==> src/rtl/irq_pkg.sv <==
// irq_pkg: register offsets and FSM state type shared by the interrupt controller
package irq_pkg;
  localparam logic [1:0] IRQ_PENDING = 2'd0;
  localparam logic [1:0] IRQ_MASK    = 2'd1;
  localparam logic [1:0] IRQ_VECTOR  = 2'd2;
  localparam logic [1:0] IRQ_CTRL    = 2'd3;
  typedef enum logic [1:0] {IDLE, ASSERT, SERVICE} irq_state_t;
endpackage

==> src/rtl/prio_enc.sv <==
// prio_enc: lowest-index-first priority encoder
//   req   : request vector (N bits)
//   valid : any request set
//   id    : index of the lowest set request
module prio_enc #(
  parameter int N = 8
) (
  input  logic [N-1:0] req,
  output logic         valid,
  output logic [4:0]   id
);
  always_comb begin
    valid = |req;
    id = '0;
    for (int i = N - 1; i >= 0; i--) id = req[i] ? 5'(i) : id;
  end
endmodule

==> src/rtl/irq_ctl.sv <==
// irq_ctl: edge-latched, masked, fixed-priority interrupt controller with claim/EOI handshake
//   clk, reset      : clock, asynchronous active-high reset
//   src             : rising-edge interrupt lines
//   irq / irq_ack   : request to the PC unit / exception-taken pulse
//   addr, wdata, we, re, rdata, sel : memory-mapped register port
//   Optional macro IRQ_SYNC_EN adds a two-flop synchronizer on src.
module irq_ctl
  import irq_pkg::*;
#(
  parameter int          NUM_SRC   = 8,
  parameter logic [31:0] BASE_ADDR = 32'hFFFF_0000
) (
  input  logic               clk,
  input  logic               reset,
  input  logic [NUM_SRC-1:0] src,
  output logic               irq,
  input  logic               irq_ack,
  input  logic [31:0]        addr,
  input  logic [31:0]        wdata,
  input  logic               we,
  input  logic               re,
  output logic [31:0]        rdata,
  output logic               sel
);
  logic [NUM_SRC-1:0] src_e, rise, w1c, claim_bit;
  logic [NUM_SRC-1:0] prev_q, prev_d, pending_q, pending_d, mask_q, mask_d;
  logic               enable_q, enable_d;
  logic [4:0]         in_service_q, in_service_d, cand_id;
  logic               cand_any, cand_valid, wr, eoi, claim;
  logic [1:0]         off;
  irq_state_t         state_q, state_d;
  logic               unused_ok;

`ifdef IRQ_SYNC_EN
  logic [NUM_SRC-1:0] sync1_q, sync2_q;
  always_ff @(posedge clk or posedge reset)
    if (reset) {sync2_q, sync1_q} <= '0;
    else       {sync2_q, sync1_q} <= {sync1_q, src};
  assign src_e = sync2_q;
`else
  assign src_e = src;
`endif

  prio_enc #(.N(NUM_SRC)) u_prio (
    .req  (pending_q & mask_q),
    .valid(cand_any),
    .id   (cand_id)
  );

  assign unused_ok  = ^{addr[1:0], wdata};
  assign off        = addr[3:2];
  assign sel        = (addr[31:4] == BASE_ADDR[31:4]) && (re || we);
  assign wr         = sel && we;
  assign cand_valid = cand_any && enable_q;
  assign claim      = (state_q == ASSERT) && irq_ack && cand_valid;
  assign eoi        = wr && (off == IRQ_VECTOR) && (state_q == SERVICE);

  always_comb begin
    rise = src_e & ~prev_q;
    w1c = (wr && off == IRQ_PENDING) ? wdata[NUM_SRC-1:0] : '0;
    for (int i = 0; i < NUM_SRC; i++) claim_bit[i] = claim && (cand_id == 5'(i));
    prev_d = src_e;
    // a new edge outranks a same-cycle clear so no request is lost
    pending_d = (pending_q & ~w1c & ~claim_bit) | rise;
    mask_d = (wr && off == IRQ_MASK) ? wdata[NUM_SRC-1:0] : mask_q;
    enable_d = (wr && off == IRQ_CTRL) ? wdata[0] : enable_q;
    in_service_d = claim ? cand_id : in_service_q;
  end

  always_ff @(posedge clk or posedge reset)
    if (reset) begin
      prev_q       <= '0;
      pending_q    <= '0;
      mask_q       <= '0;
      enable_q     <= 1'b0;
      in_service_q <= '0;
    end else begin
      prev_q       <= prev_d;
      pending_q    <= pending_d;
      mask_q       <= mask_d;
      enable_q     <= enable_d;
      in_service_q <= in_service_d;
    end

  always_ff @(posedge clk or posedge reset)
    if (reset) state_q <= IDLE;
    else       state_q <= state_d;

  always_comb
    state_d = (state_q == IDLE)   ? (cand_valid ? ASSERT : IDLE) :
              (state_q == ASSERT) ? (claim ? SERVICE : cand_valid ? ASSERT : IDLE) :
                                    (eoi ? IDLE : SERVICE);

  always_comb
    irq = (state_q == ASSERT);

  always_comb
    rdata = !sel                ? '0 :
            off == IRQ_PENDING  ? 32'(pending_q) :
            off == IRQ_MASK     ? 32'(mask_q) :
            off == IRQ_VECTOR   ? {cand_valid, 26'b0, in_service_q} :
                                  {31'b0, enable_q};
endmodule

==> config.mk <==
export PLATFORM = sky130hd
export DESIGN_NAME = irq_ctl
export DESIGN_NICKNAME = d
export VERILOG_FILES = /design/src/rtl/irq_pkg.sv /design/src/rtl/prio_enc.sv /design/src/rtl/irq_ctl.sv
export SDC_FILE = /design/constraint.sdc
export NUM_CORES = 1
export LEC_CHECK = 0
export ABC_AREA = 1
export CAP_MARGIN = 0
export CORE_UTILIZATION = 28
export CTS_BUF_LIST = sky130_fd_sc_hd__clkbuf_8
export DETAILED_ROUTE_END_ITERATION = 10
export GPL_TIMING_DRIVEN = 0
export SLEW_MARGIN = 10
export SYNTH_ARGS = -nofsm -noshare
export SYNTH_HDL_FRONTEND = slang
export SYNTH_SLANG_ARGS = --single-unit
export TNS_END_PERCENT = 5
==> constraint.sdc <==
create_clock -name clk -period 1.4 [get_ports clk]
set_input_delay 0.14 -clock clk [delete_from_list [all_inputs] [get_ports clk]]
set_output_delay 0.14 -clock clk [all_outputs]
set_load 0.1 [all_outputs]
==> results.cfg <==
[clock_network]
root_buffer = clkbuf_8
htreeDepth = 2
clk_pin_slew_ns = 0.07
clock_latency_ns = 0.29
tritoncts = done
cts.sinks = 30
cts_buffer_depth = 2
cts_made_buffers = 5

[worst_setup_path]
slowest_stage = dfrtp_1
worst_r2r_endpoint = pending_q[3]
worstPathCellList = nand2_2, nand2_4, nor2_4, inv_2, o21ai_4, nor3_4, buf_12
cp_max_fo = 3
path_buf_inv = 2
r2r_start = pending_q[5]
arrival_ns = 1.44
reg2reg_depth = 10
crit_family = flip-flops
critPathMaxStageDelay_ns = 0.41
worstSetupPathType = reg -> out
end_kind = output port
worst_ep_required_time_ns = 1.26
rrSetupSlack_ns = -0.06
cp.depth = 7
start_kind = register

[routing]
via_count = 1904
viasPerCell = 4.18
firstDrtPassIters = 7
totalWireLength_microns = 5160
ant_nets = 0
routedWlPerCell_microns = 11.3
drc = 15
drt-initial-drc-count = 96

[grt]
grt_pass1_wl_microns = 8890
grt_pass1_vias = 1960
gr-total-overflow = 0
antenna_found_initial = 0
grtUsageMet2_pct = 28.5
use_met1_pct = 19.2
grt_max_degree = 31
busiest_layer = met2
grtUsageTotal_pct = 15.9
grtUsageMet3_pct = 4.13

[hold_path]
hold_path_class = in -> reg
hold_end = state_q[1]
hold_start = we
hold_depth = 4

[power_and_ir_drop]
ir_drop_uv = 551
p_comb_share_pct = 26.3
total_power_mw = 2.18
p_seq_share_pct = 40.4
power_switching_uw = 740
power_density_nw_per_um2 = 671
clockPowerShare_pct = 33.4
swShare_pct = 33.9
leakagePower_nw = 1.66
p_int_mw = 1.44

[placed_design]
place_hpwl_microns = 3730
port-buffer-count = 60
gp_congestion = 0.778
numPlacedInstances = 428

[timing]
period_share_pct = 113
hold_violations = 0
setup_viol = 13
max_freq_mhz = 634
slew_headroom_pct = 26.4
rsz0062_at_grt = true
tightest_slew_ns = 1.10
skew_ns = 0.0110
setup_slack_ns = -0.177
drv_slew = 0
min_period_ns = 1.58

[floorplan]
num_rows = 29
die_h_microns = 84.4
coreArea_sq_um = 6460
die_w_microns = 84.4
die_area_sq_um = 7120
initial_core_util_pct = 29.4
io_pins = 111

[outcome]
outcome = complete, but fails checks
violations = design-rule violations, negative setup slack

[finish]
multi_input_area_sq_um = 1110
instances_no_fill = 455
syn_to_final_growth_pct = 71.3
drive_gt1_share_pct = 33.6
ff_latch_area_sq_um = 751
nFillCells = 640
diodes = 0
nNetsFinal = 454

[yosys]
synth_most_common_cell = nand2_1
ys_warn_count = 0
ys.flop_type = dfrtp_1
syn-cell-area_sq_um = 1900
avgSynthCellArea_sq_um = 7.07
yosys.area.top_type_share_pct = 39.5
ys_seq_area_share_pct = 39.5
synth_cells = 269
synth-edff-count = 0
yosys.area.top_type = dfrtp_1
synth.distinct_cells = 23
async_flop_share_pct = 100
synth_common_cells = nand2_1, inv_1, dfrtp_1
ys_ff_latch = 30
synth_area_leaders = dfrtp_1, nand2_1, buf_4

[job]
cap_violations = 0
[flip-flops by register name (all words and copies together) (netlist names)]
register,cells
prev_q,8
in_service_q,3
enable_q,1
state_q,2
mask_q,8
pending_q,8
[how the worst max path moves through the flow]
stage            startpoint  slack [ns]        end
2_1_floorplan       addr[7]       -0.61  rdata[31]
3_3_place_gp        addr[3]       -1.56   rdata[1]
3_5_place_dp        addr[3]       -1.56   rdata[1]
4_1_cts        pending_q[6]       -0.19  rdata[31]
5_1_grt        pending_q[1]       -0.25  rdata[31]
6_report       pending_q[1]       -0.18  rdata[31]
[power groups by stage]
stage               Clock (mW)  Sequential [mW]  Combinational, mW
floorplan                    0            0.897              0.405
global placement             0            0.897              0.577
detailed placement           0            0.898              0.580
CTS                      0.743            0.881              0.572
global route             0.773            0.882              0.606
finish                   0.729            0.881              0.574
[per-layer routing]
metal	part of all wire (%)	up-vias	routed length, microns
li1	-	993	-
met1	43	849	2220
met2	51	56	2610
met3	5.4	6	279
met4	1.1	0	55
met5	0	-	0
[worst reg2reg max path, stage by stage, from the launching register on]
cell	delay (ns)
dfrtp_1	0.39
nand2_1	0.11
nand2_2	0.07
inv_1	0.05
nand2_1	0.06
a21oi_2	0.18
inv_1	0.13
nor2_1	0.14
nand2_1	0.08
nand3_1	0.09
nand2_1	0.05
[layout make-up]
class	count	share of cell area (%)
buffer	26	6.73
sequential	30	23.1
inverter	48	5.76
timing repair inverter	1	0.192
multi-input combinational	187	34.2
timing repair buffer	78	24.3
clock buffer	6	2.54
tap	77	2.96
clock inverter	2	0.269
[cell families (layout without fill, tap and decap cells)]
kind of cell | count (synthesis) | in the layout | share of synthesized area [%]
compound gates | 26 | 26 | 9.08
flops | 30 | 30 | 39.5
other cells | 1 | 23 | 0.197
buf+inv | 74 | 161 | 19.7
simple gates | 138 | 138 | 31.5
[cells in the final DEF, fill, tap and decap left out, types with 2 or more instances in the layout]
cell type / count
a211oi_1: 2
a21oi_4: 5
buf_12: 9
buf_2: 2
buf_4: 42
buf_6: 2
buf_8: 2
clkbuf_8: 6
clkdlybuf4s15_1: 11
clkdlybuf4s50_1: 18
conb_1: 23
dfrtp_1: 30
dlygate4sd2_1: 17
inv_1: 40
inv_2: 7
nand2_1: 76
nand2_2: 11
nand2_4: 7
nand3_1: 9
nand4_1: 9
nor2_1: 8
nor2_2: 7
nor2_4: 8
o21ai_0: 3
o21ai_2: 8
o22ai_1: 2
[stage by stage]
| step | area (sq um) | setup TNS [ns] | util [%] | worst slack, ns | hold slack (ns) |
|---|---|---|---|---|---|
| 5_1_grt | 3260 | -2.75 | 50.4 | -0.248 | 0.232 |
| 6_report | 3260 | -0.992 | 50.4 | -0.177 | 0.210 |
| 2_1_floorplan | 2140 | -9.27 | - | -0.612 | 0.171 |
| 3_5_place_dp | 2830 | -29.87 | 43.9 | -1.56 | 0.457 |
| 3_3_place_gp | 2830 | -29.79 | 43.9 | -1.56 | 0.447 |
| 4_1_cts | 3180 | -1.06 | 49.2 | -0.194 | 0.227 |
[what timing repair did]
action,4_1_cts,5_1_grt
cloned,1,0
hold buffers,0,0
buffers inserted,16,2
resized for setup,159,26
endpoints found under the setup margin,33,31
pin swaps,28,10
No activity file was read; power rests on OpenSTA's default activity.
